==> src/rtl/cpu_pkg.sv <==
// Shared encodings for the store path: access sizes, store FSM states and RAM depth.
// The request checker lives here so the top module stays a pure FSM plus datapath.
package cpu_pkg;

    localparam int DEFAULT_DEPTH = 64;

    typedef enum logic [1:0] {
        SIZE_BYTE = 2'b00,
        SIZE_HALF = 2'b01,
        SIZE_WORD = 2'b10,
        SIZE_RSVD = 2'b11
    } size_e;

    typedef enum logic [2:0] {
        IDLE  = 3'd0,
        READ  = 3'd1,
        MERGE = 3'd2,
        WRITE = 3'd3,
        ERR   = 3'd4
    } store_state_e;

    // True when a request must be rejected: reserved size, misalignment, or word index past the RAM.
    function automatic logic req_is_bad(input logic [31:0] addr, input logic [1:0] size,
                                        input int depth);
        logic [31:0] idx;
        logic        bad;
        idx = {2'b00, addr[31:2]};
        bad = 1'b0;
        case (size)
            SIZE_HALF: bad = addr[0];
            SIZE_WORD: bad = (addr[1:0] != 2'b00);
            SIZE_RSVD: bad = 1'b1;
            default:   bad = 1'b0;
        endcase
        if (idx >= 32'(depth)) bad = 1'b1;
        return bad;
    endfunction

endpackage

==> src/rtl/store_unit_if.sv <==
// Execute-stage request handshake plus the word RAM port seen by the store unit.
// slave is the store unit's view; master is the requester/RAM side.
interface store_unit_if;
    logic        req_valid;
    logic        req_ready;
    logic [31:0] req_address;
    logic [31:0] req_data;
    logic [1:0]  req_size;
    logic        done;
    logic        error;
    logic        mem_write;
    logic [31:0] mem_address;
    logic [31:0] mem_datain;
    logic [31:0] mem_dataout;

    modport slave (
        input  req_valid, req_address, req_data, req_size, mem_dataout,
        output req_ready, done, error, mem_write, mem_address, mem_datain
    );

    modport master (
        output req_valid, req_address, req_data, req_size, mem_dataout,
        input  req_ready, done, error, mem_write, mem_address, mem_datain
    );
endinterface

==> src/rtl/store_lane_merge.sv <==
// Combinational little-endian lane insert: replaces the addressed byte/halfword of the old word.
// Bits of the new data above the access size are ignored.
module store_lane_merge
    import cpu_pkg::*;
(
    input  logic [31:0] i_old,
    input  logic [31:0] i_new,
    input  size_e       i_size,
    input  logic [1:0]  i_lane,
    output logic [31:0] o_merged
);

    always_comb begin
        o_merged = i_old;
        case (i_size)
            SIZE_BYTE: begin
                case (i_lane)
                    2'd0:    o_merged[7:0]   = i_new[7:0];
                    2'd1:    o_merged[15:8]  = i_new[7:0];
                    2'd2:    o_merged[23:16] = i_new[7:0];
                    default: o_merged[31:24] = i_new[7:0];
                endcase
            end
            SIZE_HALF: begin
                if (i_lane[1]) o_merged[31:16] = i_new[15:0];
                else           o_merged[15:0]  = i_new[15:0];
            end
            SIZE_WORD: o_merged = i_new;
            default:   o_merged = i_old;
        endcase
    end

endmodule

==> src/rtl/store_unit.sv <==
// Store unit: accepts one store at a time and commits it to the word RAM,
// using read-modify-write for byte/halfword stores.
module store_unit
    import cpu_pkg::*;
#(
    parameter int DEPTH = DEFAULT_DEPTH
) (
    input  logic         i_clk,
    input  logic         i_rst,
    store_unit_if.slave  bus
);

    store_state_e r_state;
    store_state_e w_next;
    logic [31:0]  r_addr;
    logic [31:0]  r_data;
    size_e        r_size;

    logic         w_ready;
    logic         w_accept;
    logic         w_bad;
    logic [31:0]  w_merged;
    logic         w_mem_write;
    logic [31:0]  w_mem_address;
    logic [31:0]  w_mem_datain;
    logic         w_done;
    logic         w_error;

    // Ready is masked by reset so nothing is accepted while reset is held.
    assign w_ready  = (r_state == IDLE) && !i_rst;
    assign w_accept = bus.req_valid && w_ready;
    assign w_bad    = req_is_bad(bus.req_address, bus.req_size, DEPTH);

    always_ff @(posedge i_clk or posedge i_rst) begin
        if (i_rst) begin
            r_state <= IDLE;
            r_addr  <= '0;
            r_data  <= '0;
            r_size  <= SIZE_BYTE;
        end else begin
            r_state <= w_next;
            if (w_accept) begin
                r_addr <= bus.req_address;
                r_data <= bus.req_data;
                r_size <= size_e'(bus.req_size);
            end
        end
    end

    store_lane_merge u_merge (
        .i_old    (bus.mem_dataout),
        .i_new    (r_data),
        .i_size   (r_size),
        .i_lane   (r_addr[1:0]),
        .o_merged (w_merged)
    );

    always_comb begin
        w_next        = r_state;
        w_mem_write   = 1'b0;
        w_mem_address = '0;
        w_mem_datain  = '0;
        w_done        = 1'b0;
        w_error       = 1'b0;
        case (r_state)
            IDLE: begin
                if (w_accept) begin
                    if (w_bad)                                    w_next = ERR;
                    else if (size_e'(bus.req_size) == SIZE_WORD)  w_next = WRITE;
                    else                                          w_next = READ;
                end
            end
            READ: begin
                w_mem_address = {2'b00, r_addr[31:2]};
                w_next        = MERGE;
            end
            MERGE: begin
                w_mem_address = {2'b00, r_addr[31:2]};
                w_mem_write   = 1'b1;
                w_mem_datain  = w_merged;
                w_done        = 1'b1;
                w_next        = IDLE;
            end
            WRITE: begin
                w_mem_address = {2'b00, r_addr[31:2]};
                w_mem_write   = 1'b1;
                w_mem_datain  = r_data;
                w_done        = 1'b1;
                w_next        = IDLE;
            end
            ERR: begin
                w_error = 1'b1;
                w_next  = IDLE;
            end
            default: w_next = IDLE;
        endcase
    end

    assign bus.req_ready   = w_ready;
    assign bus.mem_write   = w_mem_write;
    assign bus.mem_address = w_mem_address;
    assign bus.mem_datain  = w_mem_datain;
    assign bus.done        = w_done;
    assign bus.error       = w_error;

endmodule
==> src/flat_wrapper.sv <==
// flat-port wrapper written by rule: the top's interface ports become plain ports
module store_unit_flat import cpu_pkg::*;
#(
    parameter int DEPTH = DEFAULT_DEPTH
)
  (i_clk, i_rst, bus_req_valid, bus_req_address, bus_req_data, bus_req_size, bus_mem_dataout, bus_req_ready, bus_done, bus_error, bus_mem_write, bus_mem_address, bus_mem_datain);
  store_unit_if bus_i ();
  input  logic i_clk;
  input  logic i_rst;
  input wire logic [$bits(bus_i.req_valid)-1:0] bus_req_valid;
  input wire logic [$bits(bus_i.req_address)-1:0] bus_req_address;
  input wire logic [$bits(bus_i.req_data)-1:0] bus_req_data;
  input wire logic [$bits(bus_i.req_size)-1:0] bus_req_size;
  input wire logic [$bits(bus_i.mem_dataout)-1:0] bus_mem_dataout;
  output wire logic [$bits(bus_i.req_ready)-1:0] bus_req_ready;
  output wire logic [$bits(bus_i.done)-1:0] bus_done;
  output wire logic [$bits(bus_i.error)-1:0] bus_error;
  output wire logic [$bits(bus_i.mem_write)-1:0] bus_mem_write;
  output wire logic [$bits(bus_i.mem_address)-1:0] bus_mem_address;
  output wire logic [$bits(bus_i.mem_datain)-1:0] bus_mem_datain;
  assign bus_i.req_valid = bus_req_valid;
  assign bus_i.req_address = bus_req_address;
  assign bus_i.req_data = bus_req_data;
  assign bus_i.req_size = bus_req_size;
  assign bus_i.mem_dataout = bus_mem_dataout;
  assign bus_req_ready = bus_i.req_ready;
  assign bus_done = bus_i.done;
  assign bus_error = bus_i.error;
  assign bus_mem_write = bus_i.mem_write;
  assign bus_mem_address = bus_i.mem_address;
  assign bus_mem_datain = bus_i.mem_datain;
  store_unit #(.DEPTH(DEPTH)) u_core (.i_clk(i_clk), .i_rst(i_rst), .bus(bus_i));
endmodule
==> config.mk <==
export PLATFORM = sky130hd
export DESIGN_NAME = store_unit_flat
export DESIGN_NICKNAME = d
export VERILOG_FILES = /design/src/rtl/cpu_pkg.sv /design/src/rtl/store_unit_if.sv /design/src/rtl/store_lane_merge.sv /design/src/rtl/store_unit.sv /design/src/flat_wrapper.sv
export SDC_FILE = /design/constraint.sdc
export NUM_CORES = 1
export LEC_CHECK = 0
export BUFFER_PORTS_ARGS = -buffer_cell sky130_fd_sc_hd__buf_4
export CORE_MARGIN = 2
export CORE_UTILIZATION = 48
export DETAILED_ROUTE_END_ITERATION = 10
export HOLD_SLACK_MARGIN = 0.03
export PLACE_DENSITY = 0.9
export SLEW_MARGIN = 20
export SYNTH_ARGS = -nofsm -noshare
export SYNTH_HDL_FRONTEND = slang
export SYNTH_SLANG_ARGS = --single-unit
==> constraint.sdc <==
create_clock -name i_clk -period 2.4 [get_ports i_clk]
set_input_delay 0.48 -clock i_clk [delete_from_list [all_inputs] [get_ports i_clk]]
set_output_delay 0.48 -clock i_clk [all_outputs]
set_load 0.01 [all_outputs]
==> results by group <==
Finish
  • Post-route design area: approximately 6000 um2
  • Sequential Area: roughly 1700 um2
  • Nets: around 640
  • Fin util: 0.740
  • Area Growth Syn to Fin: 51.6%
  • Layout cells sized above 1: 0.617
  • Footprint of the multi-input gates: ~2200 um2
  • Antenna cells: 0
  • Fill cells: approximately 520

Clock network
  • Clock Sinks: 69
  • CTS Buf Count: 9
  • Root Buffer: clkbuf_8
  • Clock Tree Buf Depth: 2
  • Hold Buf Count CTS: 0
  • Clk pin slew, worst setup/hold paths: ~0.080 ns
  • Worst-Skew Late Latency: ~0.34 ns
  • Clock tree from TritonCTS: built
  • H-tree depth: 3

Floorplan
  • CORE AREA: ~8000 um2
  • Total die area: between 8000 and 9000 um2
  • I/O pin total: around 170
  • Initial core utilization: 0.488
  • Die Y: around 95 um
  • Core Rows: 33
  • Die X-Extent: around 95 um

Place
  • Post-DP HPWL: about 8600 um
  • Placement Setup Slack: between 0.15 and 0.2 ns
  • Routability congestion estimate: roughly 0.87
  • DP Area: between 5000 and 6000 um2
  • IO buf count: around 170

Global route
  • Initial antenna violation count: 0
  • GRT overflow: 0
  • Tot GR Track Use: 0.282
  • Largest net degree at the start of global routing: between 40 and 50
  • Vias in the first global route: 3728
  • First-pass GRT wire length: 19300 um

Setup path
  • Crit path required time: ~1.9 ns
  • R2R Setup Slk: 0.44 ns
  • Worst Path Max Fanout: 8
  • Worst R2R End: u_core.r_size[1]
  • Reg-to-reg startpoint: u_core.r_state[0]
  • Worst Path Class, Setup: reg2out
  • Endpoint class of the critical path: output pin
  • WP data arrival: about 2.1 ns
  • R2R depth: 5
  • Setup crit start kind: register

STA
  • Min Tclk post-route: approximately 2.5 ns
  • Slew Viols, Final: 0
  • Final WS setup: -0.134 ns
  • Fin crit share: 1.06
  • Final setup fails: 25
  • Final Hold Fails: 0
  • RSZ-0062 raised after global routing: yes
  • Fin Clk Skew: about 0.0074 ns
  • Setup TNS: -1.48 ns
  • Tightest Pin Transition: 0.595 ns
  • Max Fclk: ~390 MHz
  • Slew headroom: 0.604

Synth
  • Synth cell types: 45
  • Synth top cells by count: dfrtp_1, mux2_2, and2_1
  • Mapped Avg Cell Area: about 11 um2
  • Synthesized area: between 3000 and 4000 um2
  • Area leader, netlist: dfrtp_1
  • Mapped Cells: around 360
  • Main synth FF type: dfrtp_1
  • Synth top area cells: dfrtp_1, mux2_2, mux2_4, and2_1, a221oi_1
  • Post-synth top area share: 0.437
  • Number of enable flip-flop cells after synthesis: 0
  • Yosys Warn Count: 0
  • Flops & latches, synth: 69
  • Asr flop ratio synth: 1.00
  • Seq/Total Area, Yosys: 0.437
  • Count leader, synth: dfrtp_1

Run status
  • Status: finished, violations left
  • Failing checks: setup timing

Routing
  • DR WL/cell: ~22 um
  • Via density: roughly 6
  • Post-route DRC: 0
  • Total number of vias: 3872
  • Antenna-violating nets left: 0
  • Final WL: between 10000 and 15000 um
  • DRT Pass-1 Iters: 6
  • Iteration-0 DRC Markers: 336

Power and ir drop
  • Reg power frac: 0.424
  • Max VDD drop: 0.392 mV
  • Gate power share: 0.264
  • P_leak: between 2 and 3 nW
  • Switching Fraction: 0.298
  • Clock Power Share: 0.312
  • Pwr dens: roughly 610 nW/um2
  • Tot Pwr: 3.67 mW
  • Psw: approximately 1.1 mW
  • P_int: around 2.6 mW

Min path
  • Worst hold path class: in2async

Flow run
  • Maxcap violations: 0
placed cells by master, fill, tap and decap left out, types with 3 or more instances in the layout:
cell / instances
buf_4: 189
a21oi_1: 8
o221ai_2: 7
clkbuf_8: 9
nand2_1: 24
a221oi_1: 3
a221oi_2: 13
nand2b_1: 3
nand3b_1: 6
mux2_2: 47
buf_6: 10
bufinv_16: 3
dfrtp_2: 4
nand2b_4: 4
and2_1: 31
a221o_1: 6
a22o_1: 7
mux2_4: 19
inv_1: 26
nand3_2: 3
dfrtp_1: 65
nor4_1: 6
nor2_1: 6
repair_timing:
item                                    4_1_cts  5_1_grt
resized for setup                            26       44
pin swaps                                     6       13
buffers inserted                             12        8
endpoints found under the setup margin       32       32
power by group through the flow:
stage | registers [mW] | logic (mW) | clock network [mW]
floorplan | 1.47 | 0.494 | 0
global placement | 1.54 | 0.678 | 0
detailed placement | 1.55 | 0.709 | 0
CTS | 1.53 | 0.810 | 1.15
global route | 1.57 | 1.02 | 1.21
finish | 1.56 | 0.971 | 1.15
layer usage:
layer  up-vias  track usage  part of all wire
met2       259        0.460              0.51
met4         0       0.0966             0.042
met3        63       0.0742             0.082
met5         -            0                 0
met1      1896        0.364              0.37
li1       1654            -                 -
cells by family (layout without fill, tap and decap cells):
| group | after synthesis | in the layout | share of synthesized area |
|---|---|---|---|
| other cells | 1 | 2 | 0.000949 |
| mux | 66 | 66 | 0.206 |
| compound gates | 67 | 67 | 0.144 |
| buf+inv | 54 | 243 | 0.0665 |
| flops | 69 | 69 | 0.437 |
| simple gates | 99 | 99 | 0.146 |
state kept, by name, summed over array words and instances (netlist names):
name            count
u_core.r_addr      32
u_core.r_data      32
u_core.r_size       2
u_core.r_state      3
worst max-delay path, cell delays in order, from the launching register on:
cell	delay [ns]
dfrtp_2	0.49
or3b_4	0.47
a31oi_4	0.25
buf_6	0.16
nand3_2	0.07
o31ai_2	0.09
buf_4	0.18
area by class of cell:
cell class,count,area share
multi-input combinational,234,0.374
sequential,69,0.289
timing repair buffer,200,0.258
tap,105,0.0219
clock buffer,9,0.0207
clock inverter,6,0.0188
inverter,28,0.0180
metrics by stage:
step / instances / hold WS [ns]
after floorplan: 357 / 0.470
after global placement: 616 / 0.480
after detailed placement: 616 / 0.487
after CTS: 643 / 0.264
after global routing: 651 / 0.285
final: 651 / 0.247
how the worst max path moves through the flow:
stage                               endpoint  depth (start not counted)             start
after floorplan             u_core.r_addr[0]                          1             i_rst
after global placement     bus_mem_datain[0]                          5  u_core.r_size[1]
after detailed placement   bus_mem_datain[0]                          5  u_core.r_size[1]
after CTS                 bus_mem_datain[19]                          5  u_core.r_size[0]
after global routing      bus_mem_datain[28]                          7  u_core.r_size[0]
final                      bus_mem_datain[1]                          6  u_core.r_size[1]
Note: power is estimated with default switching activity, not from simulation.
